===== src/rtl/dds_sweep_ctrl.sv =====
// Frequency sweep sequencer for the DDS core: steps Fword from F_start to F_stop,
// holding each point Dwell+2 cycles, in single, repeating-sawtooth or triangle mode.
module dds_sweep_ctrl #(
  parameter int unsigned FW = 32,
  parameter int unsigned PW = 12,
  parameter int unsigned DW = 24
) (
  input  logic          Clk,
  input  logic          Reset_n,
  input  logic          Start,
  input  logic          Abort,
  input  logic [1:0]    Mode,
  input  logic [FW-1:0] F_start,
  input  logic [FW-1:0] F_stop,
  input  logic [FW-1:0] F_step,
  input  logic [DW-1:0] Dwell,
  input  logic [PW-1:0] Pword_in,
  input  logic [1:0]    Wave_in,
  output logic [FW-1:0] Fword,
  output logic [PW-1:0] Pword,
  output logic [1:0]    Module_Sel,
  output logic          Busy,
  output logic          Done,
  output logic          Dir
);

  typedef enum logic [2:0] {
    S_IDLE  = 3'd0,
    S_LOAD  = 3'd1,
    S_DWELL = 3'd2,
    S_STEP  = 3'd3,
    S_DONE  = 3'd4
  } state_t;

  state_t        state_q, state_d;
  logic [1:0]    mode_q, mode_d;
  logic [FW-1:0] fstart_q, fstart_d;
  logic [FW-1:0] fstop_q, fstop_d;
  logic [FW-1:0] fstep_q, fstep_d;
  logic [DW-1:0] dwell_q, dwell_d;
  logic [PW-1:0] pw_q, pw_d;
  logic [1:0]    wave_q, wave_d;
  logic [DW-1:0] cnt_q, cnt_d;
  logic [FW-1:0] fword_d;
  logic [PW-1:0] pword_d;
  logic [1:0]    msel_d;
  logic          busy_d, done_d, dir_d;

  // Clamped neighbours of the current point, computed one bit wider so they never wrap
  logic [FW:0]   up_sum, down_diff;
  logic [FW-1:0] up_val, down_val;
  logic          degenerate;

  always_comb begin
    up_sum    = {1'b0, Fword} + {1'b0, fstep_q};
    down_diff = {1'b0, Fword} - {1'b0, fstep_q};
    up_val    = (up_sum >= {1'b0, fstop_q}) ? fstop_q : up_sum[FW-1:0];
    down_val  = (down_diff[FW] || (down_diff[FW-1:0] <= fstart_q)) ? fstart_q
                                                                   : down_diff[FW-1:0];
    degenerate = (fstep_q == '0) || (fstart_q >= fstop_q);
  end

  // Next-state and next-output logic
  always_comb begin
    state_d  = state_q;
    mode_d   = mode_q;
    fstart_d = fstart_q;
    fstop_d  = fstop_q;
    fstep_d  = fstep_q;
    dwell_d  = dwell_q;
    pw_d     = pw_q;
    wave_d   = wave_q;
    cnt_d    = cnt_q;
    fword_d  = Fword;
    pword_d  = Pword;
    msel_d   = Module_Sel;
    busy_d   = Busy;
    dir_d    = Dir;
    done_d   = 1'b0;

    if (state_q != S_IDLE && Abort) begin
      state_d = S_IDLE;
      busy_d  = 1'b0;
    end else begin
      case (state_q)
        S_IDLE: begin
          if (Start && !Abort) begin
            mode_d   = Mode;
            fstart_d = F_start;
            fstop_d  = F_stop;
            fstep_d  = F_step;
            dwell_d  = Dwell;
            pw_d     = Pword_in;
            wave_d   = Wave_in;
            busy_d   = 1'b1;
            state_d  = S_LOAD;
          end
        end
        S_LOAD: begin
          fword_d = fstart_q;
          pword_d = pw_q;
          msel_d  = wave_q;
          dir_d   = 1'b0;
          cnt_d   = dwell_q;
          state_d = S_DWELL;
        end
        S_DWELL: begin
          if (cnt_q == '0) begin
            state_d = S_STEP;
          end else begin
            cnt_d = cnt_q - DW'(1);
          end
        end
        S_STEP: begin
          cnt_d   = dwell_q;
          state_d = S_DWELL;
          if (degenerate) begin
            state_d = S_DONE;
          end else if (!Dir) begin
            if (Fword != fstop_q) begin
              fword_d = up_val;
            end else if (mode_q == 2'd1) begin
              fword_d = fstart_q;
            end else if (mode_q == 2'd2) begin
              dir_d   = 1'b1;
              fword_d = down_val;
            end else begin
              state_d = S_DONE;
            end
          end else begin
            if (Fword != fstart_q) begin
              fword_d = down_val;
            end else begin
              dir_d   = 1'b0;
              fword_d = up_val;
            end
          end
        end
        S_DONE: begin
          done_d  = 1'b1;
          busy_d  = 1'b0;
          state_d = S_IDLE;
        end
        default: begin
          busy_d  = 1'b0;
          state_d = S_IDLE;
        end
      endcase
    end
  end

  always_ff @(posedge Clk) begin
    if (!Reset_n) begin
      state_q    <= S_IDLE;
      mode_q     <= '0;
      fstart_q   <= '0;
      fstop_q    <= '0;
      fstep_q    <= '0;
      dwell_q    <= '0;
      pw_q       <= '0;
      wave_q     <= '0;
      cnt_q      <= '0;
      Fword      <= '0;
      Pword      <= '0;
      Module_Sel <= '0;
      Busy       <= 1'b0;
      Done       <= 1'b0;
      Dir        <= 1'b0;
    end else begin
      state_q    <= state_d;
      mode_q     <= mode_d;
      fstart_q   <= fstart_d;
      fstop_q    <= fstop_d;
      fstep_q    <= fstep_d;
      dwell_q    <= dwell_d;
      pw_q       <= pw_d;
      wave_q     <= wave_d;
      cnt_q      <= cnt_d;
      Fword      <= fword_d;
      Pword      <= pword_d;
      Module_Sel <= msel_d;
      Busy       <= busy_d;
      Done       <= done_d;
      Dir        <= dir_d;
    end
  end

endmodule


===== config.mk =====
export PLATFORM = sky130hd
export DESIGN_NAME = dds_sweep_ctrl
export DESIGN_NICKNAME = d
export VERILOG_FILES = /design/src/rtl/dds_sweep_ctrl.sv
export SDC_FILE = /design/constraint.sdc
export NUM_CORES = 1
export LEC_CHECK = 0
export BUFFER_PORTS_ARGS = -buffer_cell sky130_fd_sc_hd__buf_2
export CORE_MARGIN = 1.5
export CORE_UTILIZATION = 35
export DETAILED_ROUTE_END_ITERATION = 16
export GPL_ROUTABILITY_DRIVEN = 0
export PLACE_DENSITY = 0.64
export SLEW_MARGIN = 25
export SYNTH_ARGS = -nofsm -noshare
export SYNTH_HDL_FRONTEND = slang
export SYNTH_SLANG_ARGS = --single-unit

===== constraint.sdc =====
create_clock -name Clk -period 14.35 [get_ports Clk]
set_input_delay 0.7175 -clock Clk [delete_from_list [all_inputs] [get_ports Clk]]
set_output_delay 0.7175 -clock Clk [all_outputs]
set_load 0.01 [all_outputs]

==> results of run 1 <==
-- final cells by class --
cell class              instances  area (um^2)  share of cell area
multi-input cells            1691        10800               0.587
flip-flops and latches        212         4240               0.231
repair buffers                207         1080              0.0590
well taps                     600          751              0.0409
clock buffers                  34          721              0.0393
inverters                     149          564              0.0308
clock inverters                14          213              0.0116
diodes                          1         2.50            0.000136
-- kinds of logic after synthesis --
group                    share of synthesized area
AO/OA/AOI/OAI                                0.258
XOR/XNOR                                    0.0651
adder cells (fa/ha/maj)                      0.130
buffers and inverters                       0.0654
flip-flops                                   0.265
multiplexers                                0.0175
AND/OR/NAND/NOR                              0.200
-- sequential cells by signal (all words and copies together), names as in the netlist --
| register | flops |
|---|---|
| pw_q | 12 |
| fstep_q | 32 |
| dwell_q | 24 |
| cnt_q | 24 |
| fstart_q | 32 |
| Busy | 1 |
| Pword | 12 |
| mode_q | 2 |
| state_q | 3 |
| Done | 1 |
| Dir | 1 |
| Fword | 32 |
| fstop_q | 32 |
| wave_q | 2 |
| Module_Sel | 2 |
-- layer usage --
metal	global-route usage	wire length [um]
met4	0.0815	2280
met2	0.373	25000
met1	0.341	25600
met5	0	21
met3	0.0546	6230
-- Yosys cell counts (30+ instances only) --
| cell | n | share of area |
|---|---|---|
| a21oi_1 | 293 | 0.092 |
| o211ai_1 | 30 | 0.014 |
| xnor2_1 | 50 | 0.027 |
| xor2_1 | 69 | 0.038 |
| dfxtp_1 | 212 | 0.26 |
| nor3_1 | 37 | 0.012 |
| nor4_1 | 37 | 0.014 |
| nand2_1 | 403 | 0.094 |
| clkbuf_1 | 96 | 0.022 |
| nor2_1 | 107 | 0.025 |
| nand3_1 | 38 | 0.012 |
| inv_1 | 148 | 0.035 |
| o21ai_0 | 102 | 0.032 |
| ha_1 | 163 | 0.13 |
-- layout by cell type, fill, tap and decap left out, types with 28 or more instances in the layout --
cell and instances:
xor2_1 69, o21ai_0 102, inv_1 147, o211ai_1 30
a21oi_1 293, buf_2 188, dfxtp_1 212, nor4_1 37
ha_1 163, nand3_1 37, nor2_1 107, nand4_1 28
xnor2_1 50, nand2_1 403, nor3_1 37
-- final timing paths --
check                            startpoint          end  slack [ns]  cells after the start
worst min register to register  dwell_q[12]  dwell_q[12]        0.46                      2
worst max register to register     Fword[0]     Fword[0]        7.48                     24
worst max-delay path               Fword[0]     Fword[0]        7.48                     24
worst min-delay path             F_stop[31]  fstop_q[31]        0.36                      3
-- tightest hold or removal path, cell delays in order --
cell and delay (ns):
buf_2 0.09, nand2_1 0.05, a21oi_1 0.05
-- power breakdown --
part / internal, mW / switching [mW] / total, mW
Sequential: 0.615 / 0.0408 / 0.656
Clock: 0.429 / 0.285 / 0.714
Combinational: 0.248 / 0.412 / 0.660
Total: 1.29 / 0.738 / 2.03
==> impl_metrics.env, run 1 <==
export IMPL_cts_setup_buffers=0
export IMPL_worst_endpoint_required_ns=14.79
export IMPL_worstSetupStartpointType="flip-flop"
export IMPL_ys_warn_count=0
export IMPL_numCtsBuffers=26
export IMPL_synth_seq_cells=212
export IMPL_final_nets=2592
export IMPL_core_area_mm2=0.0453
export IMPL_syn_area_per_cell_um2=7.37
export IMPL_grt_pass1_wl_um=90800
export IMPL_clk_pin_slew_worst_paths_ns=0.07
export IMPL_cts_tree="built"
export IMPL_max_slew_margin=0.313
export IMPL_drt_iter0_markers=1542
export IMPL_rsz0062_at_grt="false"
export IMPL_crit_fanout=31
export IMPL_whs_ns=0.364
export IMPL_cts_hold_buf=0
export IMPL_place_area_mm2=0.0174
export IMPL_avgViaCountPerCell=5.78
export IMPL_rows=78
export IMPL_portBuffers=188
export IMPL_nFillCells=4703
export IMPL_criticalPathCategory="flip-flop to flip-flop"
export IMPL_path_cells="inv_1 -> ha_1 -> inv_1 -> fa_1 -> a211oi_1 -> o211ai_1 -> a21oi_1 -> o311ai_0 -> a31o_2 -> a21oi_1 -> xnor2_1 -> ha_1 -> nand4_1 -> or3_1 -> or3_1 -> a2111oi_0 -> nor4_1 -> or2_1 -> buf_4 -> a21oi_2 -> buf_4 -> o21ai_1 -> a2111oi_0 -> a21oi_1"
export IMPL_critPathCaptureType="flip-flop"
export IMPL_die_w_um=217
export IMPL_clk_latency_ns=0.59
export IMPL_pin_count=189
export IMPL_ant_nets=0
export IMPL_grt_pass1_vias=15700
export IMPL_fmax_ghz=0.146
export IMPL_hp_class="primary input to flip-flop"
export IMPL_antenna_found_initial=3
export IMPL_p_per_area_mw_per_mm2=111
export IMPL_max_cap_viol_count=0
export IMPL_finalCritPeriodShare=0.479
export IMPL_drc=0
export IMPL_die_area_mm2=0.0471
export IMPL_grt_use_total=0.245
export IMPL_synth_cell_area_mm2=0.0160
export IMPL_seq_area_frac_synth=0.265
export IMPL_dieHeight_um=217
export IMPL_ys_types=80
export IMPL_setup_viol=0
export IMPL_tns_ns=0
export IMPL_initial_utilization=0.354
export IMPL_power_mw=2.03
export IMPL_vdd_drop_max_v=0.0000839
export IMPL_finalHoldViolCount=0
export IMPL_setup_ws_ns=7.48
export IMPL_slew_violations=0
export IMPL_clock_skew_ns=0.0204
export IMPL_root_buffer="clkbuf_16"
export IMPL_finalNonFillerCells=2908
export IMPL_dp_slack_ns=7.73
export IMPL_clkSinkCount=212
export IMPL_post_cts_resized=0
export IMPL_arrival_ns=7.31
export IMPL_drive_above_1_share=0.126
export IMPL_wl_um=59100
export IMPL_grt_max_degree=115
export IMPL_fin_area_mm2=0.0184
export IMPL_synth_flop_cell="dfxtp_1"
export IMPL_vias=16800
export IMPL_tightestPinTransition_ns=1.02
export IMPL_syn_nets=2479
export IMPL_critical_path_most_common_cell="a21oi_1"
export IMPL_drt_first_pass_iters=6
export IMPL_fin_util=0.405
export IMPL_async_reset_ff_frac=0
export IMPL_placed_cells=2859
export IMPL_dpl_hpwl_um=44600
export IMPL_cpPeakStageDelay_ns=0.49
export IMPL_crit_family="compound AO/OA/AOI/OAI gates"
export IMPL_cts_buffer_depth=3
export IMPL_p_leak_nw=7.77
export IMPL_critPathSlowestCell="a211oi_1"
export IMPL_area_growth_pct=14.5
export IMPL_outcome="finished clean"
export IMPL_layout_min_cycle_time_ns=6.87
export IMPL_synth_edf_count=0
export IMPL_syn_inst=2174
export IMPL_grt_ovfl_total=0
export IMPL_critPathBufInv=4
export IMPL_wl_per_cell_um=20.3
export IMPL_htree_num_levels=1
Power figures use the tool's default switching activity.
==> run 2, diff against run 1 <==
--- a/config.mk
+++ b/config.mk
@@ -5,12 +5,13 @@
 export SDC_FILE = /design/constraint.sdc
 export NUM_CORES = 1
 export LEC_CHECK = 0
+export ABC_AREA = 1
 export BUFFER_PORTS_ARGS = -buffer_cell sky130_fd_sc_hd__buf_2
 export CORE_MARGIN = 1.5
 export CORE_UTILIZATION = 35
 export DETAILED_ROUTE_END_ITERATION = 16
 export GPL_ROUTABILITY_DRIVEN = 0
-export PLACE_DENSITY = 0.64
+export PLACE_DENSITY = 0.66
 export SLEW_MARGIN = 25
 export SYNTH_ARGS = -nofsm -noshare
 export SYNTH_HDL_FRONTEND = slang
==> constraint.sdc (replaced) <==
create_clock -name Clk -period 5.59 [get_ports Clk]
set_input_delay 0.2795 -clock Clk [delete_from_list [all_inputs] [get_ports Clk]]
set_output_delay 0.2795 -clock Clk [all_outputs]
set_load 0.01 [all_outputs]
==> impl_metrics.env, run 2 <==
export IMPL_outcome="finished with violations"
export IMPL_violations="hold timing"
export IMPL_grt_use_total=0.257
export IMPL_rows=80
export IMPL_fmax_ghz=0.193
export IMPL_p_leak_nw=10.1
export IMPL_cts_buffer_depth=3
export IMPL_critPathCaptureType="flip-flop"
export IMPL_synth_simple_area_share=0.253
export IMPL_grt_pass1_vias=17100
export IMPL_htree_num_levels=1
export IMPL_met3_usage=0.0424
export IMPL_area_growth_pct=17.9
export IMPL_synthTopCellsByArea="dfxtp_1 25%, ha_1 12%, nand2_1 10%"
export IMPL_antenna_found_initial=1
export IMPL_finalCritPeriodShare=0.929
export IMPL_syn_inst=2632
export IMPL_whs_ns=-0.0000745
export IMPL_grt_pass1_wl_um=100000
export IMPL_regArea_mm2=0.00424
export IMPL_p_per_area_mw_per_mm2=284
export IMPL_place_area_mm2=0.0184
export IMPL_drt_iter0_markers=1999
export IMPL_finalHoldViolCount=1
export IMPL_wl_um=65600
export IMPL_arrival_ns=5.60
export IMPL_ys_warn_count=0
export IMPL_synth_adder_area_share=0.123
export IMPL_cts_tree="built"
export IMPL_worstSetupStartpointType="flip-flop"
export IMPL_clk_latency_ns=0.59
export IMPL_clk_pin_slew_worst_paths_ns=0.06
export IMPL_grtUsageMet1=0.347
export IMPL_numCtsBuffers=27
export IMPL_drive_above_1_share=0.102
export IMPL_drc=0
export IMPL_rsz0062_at_grt="false"
export IMPL_ys_types=49
export IMPL_power_mw=5.66
export IMPL_clkSinkCount=212
export IMPL_placed_cells=3349
export IMPL_die_w_um=223
export IMPL_yosys_area_top_type="dfxtp_1"
export IMPL_synth_seq_cells=212
export IMPL_criticalPathCategory="flip-flop to flip-flop"
export IMPL_synth_mux_area_frac=0
export IMPL_syn_nets=2937
export IMPL_fin_area_mm2=0.0199
export IMPL_setup_ws_ns=0.396
export IMPL_hold_depth=3
export IMPL_hp_class="primary input to flip-flop"
export IMPL_ant_nets=0
export IMPL_grt_max_degree=108
export IMPL_synth_flop_cell="dfxtp_1"
export IMPL_synth_top_family_by_area="simple AND/OR/NAND/NOR gates"
export IMPL_die_area_mm2=0.0496
export IMPL_synth_cell_area_mm2=0.0169
export IMPL_layout_common_cells="450 x nand2_1, 326 x inv_1, 304 x a21oi_1, 301 x nor2_1, 297 x o21ai_0"
export IMPL_r2r_cells=21
export IMPL_core_area_mm2=0.0476
export IMPL_avgViaCountPerCell=5.36
export IMPL_max_cap_viol_count=0
export IMPL_clock_skew_ns=0.0378
export IMPL_vdd_drop_max_v=0.000339
export IMPL_met2_usage=0.405
export IMPL_drt_first_pass_iters=6
export IMPL_synthXorXnorAreaFrac=0.0539
export IMPL_dp_slack_ns=0.553
export IMPL_dieHeight_um=223
export IMPL_grt_ovfl_total=0
export IMPL_slew_violations=0
export IMPL_tightestPinTransition_ns=1.04
export IMPL_finalNonFillerCells=3458
export IMPL_worst_endpoint_required_ns=5.99
export IMPL_setup_viol=0
export IMPL_synth_most_common_cell="nand2_1"
export IMPL_top_usage_layer="met2"
export IMPL_vias=18500
export IMPL_seq_area_frac_synth=0.251
export IMPL_synth_top_area_share=0.251
export IMPL_pin_count=189
export IMPL_layout_min_cycle_time_ns=5.19
export IMPL_async_reset_ff_frac=0
export IMPL_wl_per_cell_um=19.0
export IMPL_nFillCells=5058
export IMPL_root_buffer="clkbuf_16"
export IMPL_crit_fanout=24
export IMPL_max_slew_margin=0.304
export IMPL_synth_edf_count=0
export IMPL_syn_area_per_cell_um2=6.42
export IMPL_ys_top_cells_by_count="451 x nand2_1, 326 x inv_1, 304 x a21oi_1, 302 x nor2_1, 298 x o21ai_0"
export IMPL_dpl_hpwl_um=50100
export IMPL_initial_utilization=0.355
export IMPL_final_nets=3130
export IMPL_synth_compound_area_frac=0.217
export IMPL_portBuffers=188
export IMPL_final_common_cell="nand2_1"
export IMPL_fin_util=0.418
export IMPL_tns_ns=0
export IMPL_multiInputGateArea_mm2=0.0109
run 2: cell types whose count changed after synthesis, sizes merged, moves of 16 or more:
cell and change:
xnor2 -38, a21o -16, xor2 +23, inv +179
nor4 -21, o221ai -18, a211oi -18, o21ai +189
nand2 +51, nand3 +121, mux2i -19, nor2 +195
run 2: logic make-up (layout without fill, tap and decap cells):
family | count (synthesis) | after routing
xor+xnor | 104 | 104
buf+inv | 448 | 658
other cells | 0 | 1
simple gates | 1015 | 1015
flops | 212 | 212
fa+ha+maj | 165 | 165
compound gates | 688 | 688
run 2: path summary, 6_finish.rpt:
| kind | from | end | slack [ns] |
|---|---|---|---|
| worst min register to register | dwell_q[16] | dwell_q[16] | 0.45 |
| worst max-delay path | Fword[4] | Fword[2] | 0.40 |
| worst min-delay path | F_stop[5] | fstop_q[5] | -0.00007 |
| worst max register to register | Fword[4] | Fword[2] | 0.40 |
run 2: power by group:
part / leakage [nW] / switching, mW / total [mW] / internal (mW)
combinational: 7.90 / 1.44 / 2.17 / 0.730
sequential: 1.74 / 0.0909 / 1.71 / 1.62
clock: 0.428 / 0.739 / 1.78 / 1.05
run 2: cell type report:
type                            instances  share of cell area
Sequential cell                       212               0.213
Timing Repair Buffer                  283              0.0928
Clock buffer                           36              0.0381
Inverter                              329              0.0620
Tap cell                              615              0.0386
Multi-Input combinational cell       1972               0.549
Clock inverter                         10             0.00634
Antenna cell                            1            0.000126
run 2: critical path, cell delays in order, from the launching register on:
cell      delay, ns
dfxtp_1        0.41
ha_1           0.46
inv_1          0.14
o21bai_1       0.22
a21oi_1        0.10
nand2_1        0.16
a21oi_1        0.17
o21ai_0        0.49
xor2_1         0.19
inv_1          0.07
ha_1           0.32
nand4_1        0.20
nor2_1         0.17
nand3_1        0.21
nor4_1         0.53
nand3b_4       0.41
buf_4          0.35
nand2_1        0.08
o211ai_1       0.10
nand3_1        0.09
nand2_1        0.06
a21oi_1        0.06
run 2: routing by layer:
metal	vias to the layer above	wire length, um
met4	0	3020
met3	167	6120
met2	931	28600
li1	9092	-
met5	-	0
met1	8345	27900
run 2: what timing repair did:
item                                   CTS  global route
hold buffers                            62             0
gates resized for setup                  0             1
buffers inserted                         0             0
endpoints found under the hold margin   62             0
setup endpoints to repair                0             1
